--- config.mk ---
export PLATFORM = sky130hd
export DESIGN_NAME = hilo_sequencer
export DESIGN_NICKNAME = d
export VERILOG_FILES = /design/src/rtl/cpu_pkg.sv /design/src/rtl/hilo_sequencer.sv
export SDC_FILE = /design/constraint.sdc
export NUM_CORES = 1
export LEC_CHECK = 0
export CAP_MARGIN = 30
export CORE_MARGIN = 1.5
export CORE_UTILIZATION = 51
export CTS_CLUSTER_SIZE = 25
export DETAILED_ROUTE_END_ITERATION = 10
export GPL_TIMING_DRIVEN = 1
export PLACE_DENSITY = 0.74
export SYNTH_ARGS = -nofsm -noshare
export SYNTH_HDL_FRONTEND = slang
export SYNTH_SLANG_ARGS = --single-unit
--- constraint.sdc ---
create_clock -name clk -period 6.8 [get_ports clk]
set_input_delay 1.36 -clock clk [delete_from_list [all_inputs] [get_ports clk]]
set_output_delay 1.36 -clock clk [all_outputs]
set_load 0.02 [all_outputs]
--- src/rtl/cpu_pkg.sv ---
// Shared CPU definitions for the HI/LO multiply/divide sequencer.
package cpu_pkg;

  localparam int HILO_ITERS = 32;

  typedef enum logic [1:0] {
    OP_MULT  = 2'd0,
    OP_MULTU = 2'd1,
    OP_DIV   = 2'd2,
    OP_DIVU  = 2'd3
  } hilo_op_t;

  typedef enum logic [1:0] {
    S_IDLE  = 2'd0,
    S_MUL   = 2'd1,
    S_DIV   = 2'd2,
    S_FIXUP = 2'd3
  } hilo_state_t;

endpackage

--- src/rtl/hilo_sequencer.sv ---
// Iterative MULT/MULTU/DIV/DIVU engine owning the architectural HI/LO pair.
// Operands are reduced to magnitudes at acceptance, iterated one bit per cycle
// through a single shared add/subtract on a (2*WIDTH+1)-bit accumulator, and
// the signs are applied in a final FIXUP cycle that also writes HI/LO.
module hilo_sequencer
  import cpu_pkg::*;
#(
  parameter int WIDTH = 32
) (
  input  logic             clk,
  input  logic             rst,
  input  logic             start_EX,
  input  logic [1:0]       op_EX,
  input  logic [WIDTH-1:0] a_EX,
  input  logic [WIDTH-1:0] b_EX,
  input  logic             rd_req_EX,
  input  logic             mt_we_EX,
  input  logic             sel_hi_EX,
  input  logic [WIDTH-1:0] mt_data_EX,
  output logic [WIDTH-1:0] rd_data_EX,
  output logic             stall_FETCH,
  output logic             busy,
  output logic             div_by_zero,
  output logic [WIDTH-1:0] hi,
  output logic [WIDTH-1:0] lo
);

  localparam int CW = $clog2(WIDTH) + 1;
  localparam int AW = 2 * WIDTH + 1;

  // Conditional two's-complement negate, operand width.
  function automatic logic [WIDTH-1:0] cneg_w(input logic [WIDTH-1:0] v, input logic neg);
    return neg ? (~v + WIDTH'(1)) : v;
  endfunction

  // Conditional two's-complement negate, double width.
  function automatic logic [2*WIDTH-1:0] cneg_2w(input logic [2*WIDTH-1:0] v, input logic neg);
    return neg ? (~v + (2*WIDTH)'(1)) : v;
  endfunction

  hilo_state_t      state_q;
  logic [CW-1:0]    cnt_q;
  logic [WIDTH-1:0] hi_q, lo_q;
  logic             dbz_q;

  hilo_op_t         op_q;
  logic [AW-1:0]    acc_q, acc_d;
  logic [WIDTH-1:0] m_q, a_raw_q;
  logic             neg_q, rneg_q, dvz_q;

  logic             accept, signed_op, new_is_div, op_is_div, step_is_div;
  logic             sa, sb;
  logic [WIDTH-1:0] mag_a, mag_b;
  logic [WIDTH:0]   x_s, rem_s;
  logic [WIDTH+1:0] y_s, sum_s;
  logic [2*WIDTH-1:0] prod_s;
  logic [WIDTH-1:0] hi_fix, lo_fix;

  assign accept      = (state_q == S_IDLE) && start_EX;
  assign signed_op   = (op_EX == OP_MULT) || (op_EX == OP_DIV);
  assign new_is_div  = (op_EX == OP_DIV) || (op_EX == OP_DIVU);
  assign op_is_div   = (op_q == OP_DIV) || (op_q == OP_DIVU);
  assign step_is_div = (state_q == S_DIV);
  assign sa          = signed_op & a_EX[WIDTH-1];
  assign sb          = signed_op & b_EX[WIDTH-1];
  assign mag_a       = cneg_w(a_EX, sa);
  assign mag_b       = cneg_w(b_EX, sb);

  assign busy        = (state_q != S_IDLE);
  assign stall_FETCH = busy & (start_EX | rd_req_EX | mt_we_EX);
  assign rd_data_EX  = sel_hi_EX ? hi_q : lo_q;
  assign hi          = hi_q;
  assign lo          = lo_q;
  assign div_by_zero = dbz_q;

  // One iteration: shift-add for multiply, trial subtract for restoring divide.
  always_comb begin
    x_s   = step_is_div ? {acc_q[2*WIDTH-1:WIDTH], acc_q[WIDTH-1]} : acc_q[2*WIDTH:WIDTH];
    y_s   = step_is_div ? ~{2'b00, m_q} : {2'b00, m_q};
    sum_s = {1'b0, x_s} + y_s + {{(WIDTH+1){1'b0}}, step_is_div};
    rem_s = sum_s[WIDTH+1] ? x_s : sum_s[WIDTH:0];
    if (step_is_div) begin
      acc_d = {rem_s, acc_q[WIDTH-2:0], ~sum_s[WIDTH+1]};
    end else if (acc_q[0]) begin
      acc_d = {1'b0, sum_s[WIDTH:0], acc_q[WIDTH-1:1]};
    end else begin
      acc_d = {1'b0, acc_q[2*WIDTH:WIDTH], acc_q[WIDTH-1:1]};
    end
  end

  // Sign fixup of the finished magnitude result; divide-by-zero bypasses it.
  always_comb begin
    prod_s = cneg_2w(acc_q[2*WIDTH-1:0], neg_q);
    hi_fix = prod_s[2*WIDTH-1:WIDTH];
    lo_fix = prod_s[WIDTH-1:0];
    if (op_is_div) begin
      if (dvz_q) begin
        hi_fix = a_raw_q;
        lo_fix = '1;
      end else begin
        hi_fix = cneg_w(acc_q[2*WIDTH-1:WIDTH], rneg_q);
        lo_fix = cneg_w(acc_q[WIDTH-1:0], neg_q);
      end
    end
  end

  // Operand/accumulator datapath; meaningful only while a sequence is running.
  always_ff @(posedge clk) begin
    if (accept) begin
      op_q    <= hilo_op_t'(op_EX);
      a_raw_q <= a_EX;
      m_q     <= mag_b;
      acc_q   <= {{(WIDTH+1){1'b0}}, mag_a};
      neg_q   <= sa ^ sb;
      rneg_q  <= sa;
      dvz_q   <= new_is_div && (b_EX == '0);
    end else if (state_q == S_MUL || state_q == S_DIV) begin
      acc_q   <= acc_d;
    end
  end

  // Control FSM plus architectural HI/LO and the divide-by-zero pulse.
  always_ff @(posedge clk or negedge rst) begin
    if (!rst) begin
      state_q <= S_IDLE;
      cnt_q   <= '0;
      hi_q    <= '0;
      lo_q    <= '0;
      dbz_q   <= 1'b0;
    end else begin
      dbz_q <= 1'b0;
      case (state_q)
        S_IDLE: begin
          if (start_EX) begin
            state_q <= new_is_div ? S_DIV : S_MUL;
            cnt_q   <= '0;
          end else if (mt_we_EX) begin
            if (sel_hi_EX) hi_q <= mt_data_EX;
            else           lo_q <= mt_data_EX;
          end
        end
        S_MUL, S_DIV: begin
          cnt_q <= cnt_q + CW'(1);
          if (cnt_q == CW'(WIDTH - 1)) state_q <= S_FIXUP;
        end
        S_FIXUP: begin
          hi_q    <= hi_fix;
          lo_q    <= lo_fix;
          dbz_q   <= op_is_div & dvz_q;
          state_q <= S_IDLE;
        end
        default: state_q <= S_IDLE;
      endcase
    end
  end

endmodule

# --- Yosys cells after proc, flatten, opt, wreduce, memory -nomap -nowiden ---
# Index checks and enable logic that the tools add are counted.
# Widths: inputs -> output; s select.
totals:
  mem_count: 0
  mem_bits_ro: 0
  word_cells: 99
  latchBits: 0
  ramBits: 0
  out_inout_bits: 99
  reg_bits: 207
classes:
  multipliers: 0
  bitwise_logic: 14
  n_addsub: 8
  div: 0
  n_eq_ne: 14
  n_reduce_logical: 18
  shifts: 0
  n_lt_le_gt_ge: 0
  muxes: 32
op_table:
  columns: ["cell", "n"]
  rows:
  - ["$mux 32", 17]
  - ["$add 32x1->32 const B", 4]
  - ["$mux 64", 2]
  - ["$not 32->32", 4]
  - ["$pmux 32 s2", 2]
  - ["$mux 33", 2]
  - ["$mux 65", 1]
  - ["$add 64x1->64 const B", 1]
  - ["$not 64->64", 1]
  - ["$add 33x34->34", 1]
  - ["$add 34x1->34", 1]
  - ["$mux 34", 1]
  - ["$not 32->34", 1]
  - ["$logic_not 32->1", 1]
  - ["$eq 2x2->1 const B", 6]
  - ["$ne 2x2->1 const B", 6]
  - ["$pmux 6 s2", 1]
  - ["$reduce_and 4->1", 2]
  - ["$reduce_bool 2->1", 4]
  - ["$add 6x1->6 const B", 1]
  - ["$eq 6x5->1 const B", 1]
  - ["$mux 2", 3]
  - ["$mux 6", 1]
  - ["$pmux 2 s3", 1]
  - ["11 further kinds", 21]

# --- Depth between registers and ports, before layout ---
depth:
  ltp_word: 8
  mapped_depth: 19
  ltp_nobuf: 13

# --- Worst setup path before layout ---
# No wires, ideal clock.
synth_path:
  path_kind: "reg2reg"
  startpoint: "register state_q[0]"
  endpoint: "register acc_q[62]"
  stages_incl_launch_ff: 18
  path_buffers: 5
  setup_ns: 0.126
  period_less_slack_ns: 4.856
  t_required_ns: 6.674
  arrival_time_ns: 4.730
  path_slack_ns: 1.944
  cell_sequence: "dfrtp_1 -> inv_1 -> ha_1 -> clkbuf_1 -> clkbuf_1 -> buf_1 -> clkbuf_1 -> buf_2 -> xor2_1 -> fa_1 -> a211oi_1 -> o21ai_1 -> a221oi_1 -> o211ai_1 -> and3_1 -> or4_1 -> a311oi_1 -> o31ai_1"
synth_via:
  elab_chain_cells: 6
synth_lines:
  columns: ["element", "line", "text"]
  rows:
  - ["from (decl)", "hilo_sequencer.sv:41", "hilo_state_t state_q;"]
  - ["from (signal assigned)", "hilo_sequencer.sv:135", "state_q <= new_is_div ? S_DIV : S_MUL;"]
  - ["$eq 2x2->1", "hilo_sequencer.sv:63, hilo_sequencer.sv:117", null]
  - ["$mux 33 or $mux 34 (tied branches)", "hilo_sequencer.sv:78, hilo_sequencer.sv:79", null]
  - ["$add 33x34->34", "hilo_sequencer.sv:80", "sum_s = {1'b0, x_s} + y_s + {{(WIDTH+1){1'b0}}, step_is_div};"]
  - ["$add 34x1->34", "hilo_sequencer.sv:80", null]
  - ["$mux 64 or $mux 33 (tied branches)", "hilo_sequencer.sv:84, hilo_sequencer.sv:81", null]
  - ["$mux 65", "hilo_sequencer.sv:82", "if (step_is_div) begin"]
  - ["to (signal assigned)", "hilo_sequencer.sv:113", "acc_q <= {{(WIDTH+1){1'b0}}, mag_a};"]
  - ["to (decl)", "hilo_sequencer.sv:47", "logic [AW-1:0] acc_q, acc_d;"]
# Several ways; a longest one is shown, not always the timed one.
# A chain may end at the register's enable or synchronous reset.

# --- Worst setup path in the final report ---
layout_path:
  startpoint: "register state_q[0]"
  endpoint: "register acc_q[50]"
# The elaborated chain is that of the path after synthesis.

==> results.md <==
- Total CTS buffers: 25
- DR vias/cell: 6.55
- Seq/Total Area, Yosys: 33.8%
- CTS tree: built
- Slew headroom: 38.1%
- Synth async-reset ratio: 35.4%
- Top-count cell post-synth: o21ai_0
- # IOs: 203
- Seq cells post-synth: 206
- P per Cell Area: 581 mW/mm^2
- Slew Viols, Final: 0
- DP HPWL: 41700 um
- Synth unique cells: 85
- Largest net degree at the start of global routing: 99
- Period utilisation layout: 80.5%
- Die height: 181 um
- CP Class: reg -> reg
- Final non-filler cell total: 2429
- Setup violators final: 0
- First-pass GRT wire length: 86600 um
- Max H-tree Level: 1
- Core Area: 0.0315 sq mm
- Final ANT Viol Nets: 0
- Fillers: 2685
- DRC: 0
- DRT Pass-1 Iters: 6
- Clock tree buffer depth: 3
- Post-synth net total: 2040
- Routability Congestion: 0.956
- Antenna violations before repair: 3
- Final Util: 61.4%
- Top-area cell type share of the netlist area: 18.5%
- Top post-synthesis cells by area: edfxtp_1 (18%), dfrtp_1 (11%), o21ai_0 (6.2%)
- Achievable Freq: 0.183 GHz
- Post-synth EDFFs: 100
- Routed wire length per instance: 23.1 um
- Iter 0 DRT Violations: 2052
- Initial Util: 51.6%
- Total routed wirelength: 56200 um
- Worst-path maximum fanout: 62
- Leakage: 7.19 nW
- Vias in the first global route: 14606
- Mean Syn Cell Area: 8.57 sq um
- Register area: 0.00549 sq mm
- Port Buffers: 202
- Worst-path clk slew: 0.06 ns
- Largest area contributor in the netlist: edfxtp_1
- Syn Inst Count: 1894
- CP Data Required Time: 7.23 ns
- Max-cap violations: 0
- Status: finished, final reports clean
- Overflow after GRT: 0
- Row count: 65
- Vias post-DR: 15899
- Tot GR Track Use: 33.6%
- Area of the die: 0.0329 sq mm
- Post-Syn Area: 0.0162 sq mm
- Slew @ Worst Pin: 0.929 ns
- Hold Fails Final Rpt: 0
- Final nets: 2152
- Worst VDD drop: 0.396 mV
- Fin Setup TNS: 0 ns
- # hold bufs at CTS: 0
- Post CTS Setup Buffer Count: 0
- Yosys warns: 0
- Synth top cells by count: o21ai_0 (201), nand2_1 (200), a21oi_1 (131)
- CP Capture Type: flop
- Area growth from synthesis to layout: 19.1%
- Placed cell area: 0.0185 sq mm
- Share of layout cells above drive strength 1: 8.59%
- Minimum clock period: 5.47 ns
- Clock Latency Late Sink: 0.55 ns
- Area occupied by multi-input gates: 0.0101 sq mm
- RSZ-0062 raised after global routing: no
- # resized after CTS: 0
- Clk_skew: 0.0156 ns
- Worst Path Arrival: 5.90 ns
- TritonCTS Sinks: 206
- Root buf cell: clkbuf_16
- Min-Delay Path Class: reg -> reg
- Cell area after layout: 0.0193 sq mm
- Die Span X: 181 um
- Setup crit start kind: flop
- Main flop type after synthesis: edfxtp_1
- Placed cell count: 2381
## power by group
group | switching (W) | internal, W | total, W | leakage [nW]
clock network | 0.000569 | 0.000876 | 0.00145 | 0.416
registers | 0.000733 | 0.00193 | 0.00266 | 2.12
logic | 0.00430 | 0.00282 | 0.00712 | 4.65
total | 0.00560 | 0.00563 | 0.0112 | 7.19
## cells by family after synthesis
kind of cell             count (synthesis)  share of synthesized area [%]
AO/OA/AOI/OAI                          635                           24.8
XOR/XNOR                               184                           9.92
adder cells (fa/ha/maj)                 42                           3.28
buffers and inverters                  175                           4.25
flip-flops                             206                           33.8
multiplexers                           116                           7.67
AND/OR/NAND/NOR                        536                           16.3
## sequential cells by signal (all words and copies together) (netlist names)
signal / flops
a_raw_q: 32
rneg_q: 1
op_q: 1
m_q: 32
state_q: 2
div_by_zero: 1
hi: 32
dvz_q: 1
neg_q: 1
acc_q: 65
cnt_q: 6
lo: 32
## stage by stage
step / hold WS [ns] / power [W] / setup WS (ns)
3_3_place_gp: 0.483 / 0.00950 / 1.57
3_5_place_dp: 0.491 / 0.00959 / 1.45
2_1_floorplan: 0.478 / 0.00726 / 1.94
6_report: 0.498 / 0.0112 / 1.33
4_1_cts: 0.505 / 0.0111 / 1.43
5_1_grt: 0.531 / 0.0119 / 0.956
## worst max-delay path, cell delays in order, from the launching register on
cell	delay, ns
dfrtp_1	0.40
inv_1	0.17
ha_4	0.78
buf_4	0.68
mux2_2	0.42
ha_1	0.26
a21oi_1	0.16
and3b_1	0.22
o31ai_1	0.42
a311o_1	0.32
a21bo_2	0.48
nand2_2	0.42
o211a_1	0.35
o31a_1	0.26
## layer usage
metal  global-route usage, %  part of all wire [%]  wire length [um]  vias up
li1                        -                     -                 -     7292
met4                    9.97                   3.0              1660        2
met2                    49.8                    43             24400      851
met3                    7.90                    11              6140      118
met5                       0                 0.023                13        -
met1                    48.5                    43             23900     7636
## layout make-up
| cell class | instances | share of cell area (%) |
|---|---|---|
| diodes | 2 | 0.0259 |
| flip-flops and latches | 206 | 28.4 |
| repair buffers | 230 | 11.6 |
| clock buffers | 31 | 3.35 |
| well taps | 402 | 2.60 |
| clock inverters | 15 | 1.19 |
| multi-input cells | 1513 | 52.2 |
| inverters | 30 | 0.595 |
## worst paths after layout
check	slack (ns)	end	from	cells after the start
max in group asynchronous	5.08	lo[28]	rst	2
max reg2reg	1.33	acc_q[50]	state_q[0]	13
min	0.50	lo[26]	lo[26]	2
min reg2reg	0.50	lo[26]	lo[26]	2
max	1.33	acc_q[50]	state_q[0]	13
min in group asynchronous	0.65	lo[6]	rst	1
## layout by cell type (no fill, tap or decap), types with 34 or more instances in the layout
cell type          n
a21oi_1          131
clkdlybuf4s50_1  201
edfxtp_1         100
dfrtp_1           73
nand2_1          200
nand3_1           34
xnor2_1          112
nor2_1           107
o31ai_1           44
mux2_2            68
o22ai_1           43
ha_1              40
o21ai_0          201
mux2i_1           48
xor2_1            72
(Power assumes the default switching activity.)
